## config.mk

```make
export PLATFORM = sky130hd
export DESIGN_NAME = counter_event_monitor
export DESIGN_NICKNAME = d
export VERILOG_FILES = /design/src/rtl/counter_event_monitor.sv
export SDC_FILE = /design/constraint.sdc
export NUM_CORES = 1
export LEC_CHECK = 0
export CELL_PAD_IN_SITES_DETAIL_PLACEMENT = 2
export CELL_PAD_IN_SITES_GLOBAL_PLACEMENT = 2
export CORE_UTILIZATION = 36
export DETAILED_ROUTE_END_ITERATION = 6
export GPL_ROUTABILITY_DRIVEN = 0
export PLACE_DENSITY = 0.74
export SYNTH_ARGS = -nofsm -noshare
export SYNTH_HDL_FRONTEND = slang
export SYNTH_SLANG_ARGS = --single-unit
```

## constraint.sdc

```tcl
create_clock -name clk -period 2.2 [get_ports clk]
set_input_delay 0.55 -clock clk [delete_from_list [all_inputs] [get_ports clk]]
set_output_delay 0.55 -clock clk [all_outputs]
set_load 0.01 [all_outputs]
```

## src/rtl/counter_event_monitor.sv

```systemverilog
// Watches a free-running counter, classifies each step (hold/inc/wrap/clear/illegal),
// keeps a saturating wrap count and queues wrap/clear/error records in a small FIFO.
module counter_event_monitor #(
  parameter int CNT_W      = 4,
  parameter int FIFO_DEPTH = 4,
  parameter int WRAP_W     = 8
) (
  input  logic                 clk,
  input  logic                 rst,
  input  logic [CNT_W-1:0]     count_in,
  input  logic                 count_clr,
  output logic                 evt_valid,
  input  logic                 evt_ready,
  output logic [2+2*CNT_W-1:0] evt_data,
  output logic [WRAP_W-1:0]    wrap_cnt,
  output logic                 ovf
);

  localparam int AW = (FIFO_DEPTH > 1) ? $clog2(FIFO_DEPTH) : 1;
  localparam int DW = 2 + 2*CNT_W;
  localparam logic [1:0] EV_WRAP  = 2'b01;
  localparam logic [1:0] EV_CLEAR = 2'b10;
  localparam logic [1:0] EV_ERR   = 2'b11;

  logic [CNT_W-1:0] prev_cnt;
  logic             prev_clr;
  logic             primed;

  logic [DW-1:0]    mem [FIFO_DEPTH];
  logic [AW-1:0]    rd_ptr, wr_ptr;
  logic [AW:0]      occ;

  logic             ev_push;
  logic [1:0]       ev_type;
  logic             full, empty, pop, push_ok;

  // Step classification against the previous sample
  always_comb begin
    ev_push = 1'b0;
    ev_type = EV_ERR;
    if (primed) begin
      if (prev_clr) begin
        if (count_in == '0) begin
          ev_push = (prev_cnt != '0);
          ev_type = EV_CLEAR;
        end else begin
          ev_push = 1'b1;
        end
      end else if (count_in == prev_cnt) begin
        ev_push = 1'b0;
      end else if (prev_cnt != '1 && count_in == prev_cnt + CNT_W'(1)) begin
        ev_push = 1'b0;
      end else if (prev_cnt == '1 && count_in == '0) begin
        ev_push = 1'b1;
        ev_type = EV_WRAP;
      end else begin
        ev_push = 1'b1;
      end
    end
  end

  assign full      = (occ == (AW+1)'(FIFO_DEPTH));
  assign empty     = (occ == '0);
  assign pop       = !empty && evt_ready;
  // A full FIFO still takes a record when the head leaves on the same edge
  assign push_ok   = ev_push && (!full || pop);
  assign evt_valid = !empty;
  assign evt_data  = empty ? '0 : mem[rd_ptr];

  always_ff @(posedge clk) begin
    if (!rst) begin
      prev_cnt <= '0;
      prev_clr <= 1'b0;
      primed   <= 1'b0;
      rd_ptr   <= '0;
      wr_ptr   <= '0;
      occ      <= '0;
      wrap_cnt <= '0;
      ovf      <= 1'b0;
    end else begin
      prev_cnt <= count_in;
      prev_clr <= count_clr;
      primed   <= 1'b1;
      if (push_ok) wr_ptr <= wr_ptr + AW'(1);
      if (pop)     rd_ptr <= rd_ptr + AW'(1);
      case ({push_ok, pop})
        2'b10:   occ <= occ + (AW+1)'(1);
        2'b01:   occ <= occ - (AW+1)'(1);
        default: occ <= occ;
      endcase
      if (ev_push && ev_type == EV_WRAP && wrap_cnt != '1)
        wrap_cnt <= wrap_cnt + WRAP_W'(1);
      if (ev_push && !push_ok)
        ovf <= 1'b1;
    end
  end

  // Storage needs no reset; evt_data is masked while empty
  always_ff @(posedge clk) begin
    if (rst && push_ok)
      mem[wr_ptr] <= {ev_type, prev_cnt, count_in};
  end

endmodule

```

==> flow_summary_export.csv <==
group,metric,value,unit
global_routing,gr-total-overflow,0,
cts,insertion_delay,0.34,ns
finish,multi_input_area,1170,um^2
yosys,synth-edff-count,40,
yosys,async_flop_share,0,
finish,finish.instance_area,3790,um^2
power_and_ir_drop,design_power_total,0.00359,W
power_and_ir_drop,p_switching,0.00109,W
routing,dr.max_layer_used,"met4",
timing,fin_crit_sh,1.02,
global_routing,grt_max_degree,14,
cts,root_buffer,"clkbuf_8",
worst_setup_path,worstPathCellList,"inv_2, ha_4, xor2_2, nor3_1, and3_4, buf_6, nor3_4, buf_6, and3_4, buf_12",
min_path,hold_path_startpoint,"ovf",
worst_setup_path,timing.rr.end,"mem[2][8]",
place,placed_area,3480,um^2
yosys,synth_top_area_cell,"edfxtp_1",
finish,antenna_cells,0,
finish,final-seq-area,1690,um^2
power_and_ir_drop,p_comb_frac,0.356,
routing,wire_per_inst,21.5,um
power_and_ir_drop,pwr_density_cell,947,nW/um^2
die,fp.dieH,89.9,um
global_routing,grt_pass1_vias,2125,
global_routing,grt_antenna_before_repair,0,
status,run_status,"finished, violations left",
power_and_ir_drop,switching_share,0.304,
die,start_util,0.378,
power_and_ir_drop,p_leak,1.40,nW
global_routing,grt_pass1_wl,12700,um
finish,fin_util,0.514,
finish,drive_above_1_share,0.410,
min_path,hold_depth,2,
worst_setup_path,end_kind,"flop",
die,core_area,7370,um^2
die,ioPinCount,28,
timing,setup_viol,11,
worst_setup_path,path_buf_inv,4,
worst_setup_path,required,2.25,ns
timing,hold_ws,0.484,ns
finish,final_cells,367,
routing,vias_per_cell,5.02,
power_and_ir_drop,p_clk_frac,0.244,
worst_setup_path,cpPeakStageDelay,0.35,ns
timing,fin_skew,0.00922,ns
timing,slew_violations,0,
worst_setup_path,r2r_setup_slack,-0.04,ns
routing,antenna_left,0,
yosys,syn_inst,193,
place,dp_cells,346,
worst_setup_path,path_delay_family,"simple AND/OR/NAND/NOR gates",
worst_setup_path,crit_type,"reg2reg",
yosys,yosysTopAreaCellShare,0.432,
yosys,yosysMostFrequentCell,"edfxtp_1",
yosys,synth_top_flop_cell,"edfxtp_1",
worst_setup_path,rr_startpoint,"prev_cnt[1]",
timing,setup_ws,-0.0395,ns
min_path,hold_end,"ovf",
yosys,yosysWarnings,0,
routing,drc,0,
cts,clock_sinks,64,
run,maxCapViolCount,0,
yosys,ys_seq_area_frac,0.604,
timing,finalHoldViolCount,0,
power_and_ir_drop,p_int,0.00250,W
place,place.port_buffers,27,
worst_setup_path,critPathMaxFanout,10,
routing,drt-initial-drc-count,86,
worst_setup_path,slowest_stage,"dfxtp_2",
routing,routed_wl,7900,um
power_and_ir_drop,ir_drop,0.348,mV
routing,via_count,1843,
timing,fin_crit,2.24,ns
status,failed_checks,"setup timing",
die,die_area,8090,um^2
timing,tightest_slew,0.466,ns
routing,drtPass1Iterations,6,
timing,rsz0062_at_grt,"true",
yosys,synth_cell_type_count,39,
yosys,synth_fp_nets,209,
worst_setup_path,cp.arrival,2.29,ns
cts,path_clk_slew,0.07,ns
routing,route.met2.wl,4170,um
timing,max_freq,447,MHz
timing,slew_headroom,0.689,
worst_setup_path,critPathLaunchType,"flop",
place,hpwl,5350,um
min_path,min_path_type,"reg2reg",
die,die_x,89.9,um
finish,nFillCells,700,
yosys,synth_seq_cells,64,
yosys,syn_avg_cell_area,14.4,um^2
die,placementRows,31,
global_routing,grtUsageTotal,0.217,
yosys,synth_common_cells,"40 x edfxtp_1, 24 x dfxtp_1, 17 x nor2_1",
cts,numCtsBuffers,9,
routing,wl_met3,248,um
power_and_ir_drop,power_frac_seq,0.399,
cts,cts_tree,"built",
worst_setup_path,rr_worst_depth,10,
routing,wl_met1,3250,um
cts,clock_path_buffers,2,
cts,cts_max_level,3,
finish,syn_to_final_growth,36.1,%
finish,layout.nets,279,
yosys,syn-cell-area,2780,um^2
yosys,synthTopCellsByArea,"edfxtp_1 43%, dfxtp_1 17%, mux4_2 8.1%, and2_1 3.6%, ha_1 3.1%",
-- flip-flops by register name, indices dropped and copies added (netlist names), named ones only --
| name | flops |
|---|---|
| mem | 40 |
| wrap_cnt | 8 |
| wr_ptr | 2 |
| primed | 1 |
| ovf | 1 |
| occ | 3 |
| rd_ptr | 2 |
| prev_clr | 1 |
| prev_cnt | 4 |
-- metrics by stage --
step	setup slack, ns	TNS [ns]
after detailed placement	-0.735	-30.39
after global placement	-0.600	-25.60
after global routing	-0.150	-3.37
final	-0.0395	-0.355
after CTS	-0.0689	-0.878
after floorplan	0.00474	0
-- how the worst max path moves through the flow --
stage,start,end,cells after the start
after floorplan,prev_cnt[0],occ[2],11
after global placement,count_in[2],occ[2],10
after detailed placement,count_in[2],occ[2],10
after CTS,flop,evt_data[6],5
after global routing,prev_cnt[0],occ[2],11
final,prev_cnt[1],mem[2][8],10
-- power by group through the flow --
| stage | registers (W) | clock network [W] | logic, W |
|---|---|---|---|
| after floorplan | 0.00143 | 0 | 0.000535 |
| after global placement | 0.00144 | 0 | 0.00108 |
| after detailed placement | 0.00145 | 0 | 0.00113 |
| after CTS | 0.00143 | 0.000898 | 0.00127 |
| after global routing | 0.00144 | 0.000943 | 0.00138 |
| final | 0.00143 | 0.000876 | 0.00128 |
-- cells by family after synthesis --
logic type | count (synthesis) | share of synthesized area
compound gates | 9 | 0.0382
mux | 16 | 0.103
fa+ha+maj | 8 | 0.0387
simple gates | 68 | 0.149
xor+xnor | 16 | 0.0504
flops | 64 | 0.604
buf+inv | 12 | 0.0166
-- what timing repair did --
| action | in CTS | in global routing |
|---|---|---|
| resized for setup | 75 | 21 |
| hold buffers | 0 | 0 |
| pin swaps | 15 | 1 |
| cloned | 3 | 0 |
| setup buffers | 6 | 0 |
| setup endpoints to repair | 56 | 54 |
-- final cells by class --
class,count,area share
clock buffers,10,0.0337
clock inverters,6,0.00958
inverters,7,0.00694
well taps,99,0.0327
multi-input cells,118,0.308
repair buffers,63,0.162
flip-flops and latches,64,0.447
-- worst register-to-register path: stages (launching register included) --
cell and delay [ns]:
dfxtp_2 0.35, inv_2 0.05, ha_4 0.28, xor2_2 0.14, nor3_1 0.07, and3_4 0.19, buf_6 0.12, nor3_4 0.26
buf_6 0.17, and3_4 0.19, buf_12 0.14
-- routing by layer --
metal,GRT usage,vias up
met5,0,-
met4,0.110,0
met3,0.0415,21
met2,0.372,37
met1,0.262,942
li1,-,843
-- layout by cell type, fill, tap and decap left out, drive strengths merged, types with 2 or more instances in the layout --
cell,n
buf,46
clkdlybuf4s50,12
mux2i,6
a21oi,2
nand3,7
nand2b,3
ha,7
mux4,10
nand4,2
nor3b,2
clkbuf,13
nor3,2
and3,6
nand2,8
dfxtp,24
clkinv,5
xnor2,9
nor2,17
inv,7
and2,16
edfxtp,40
xor2,7
No activity file was read; power rests on OpenSTA's default activity.
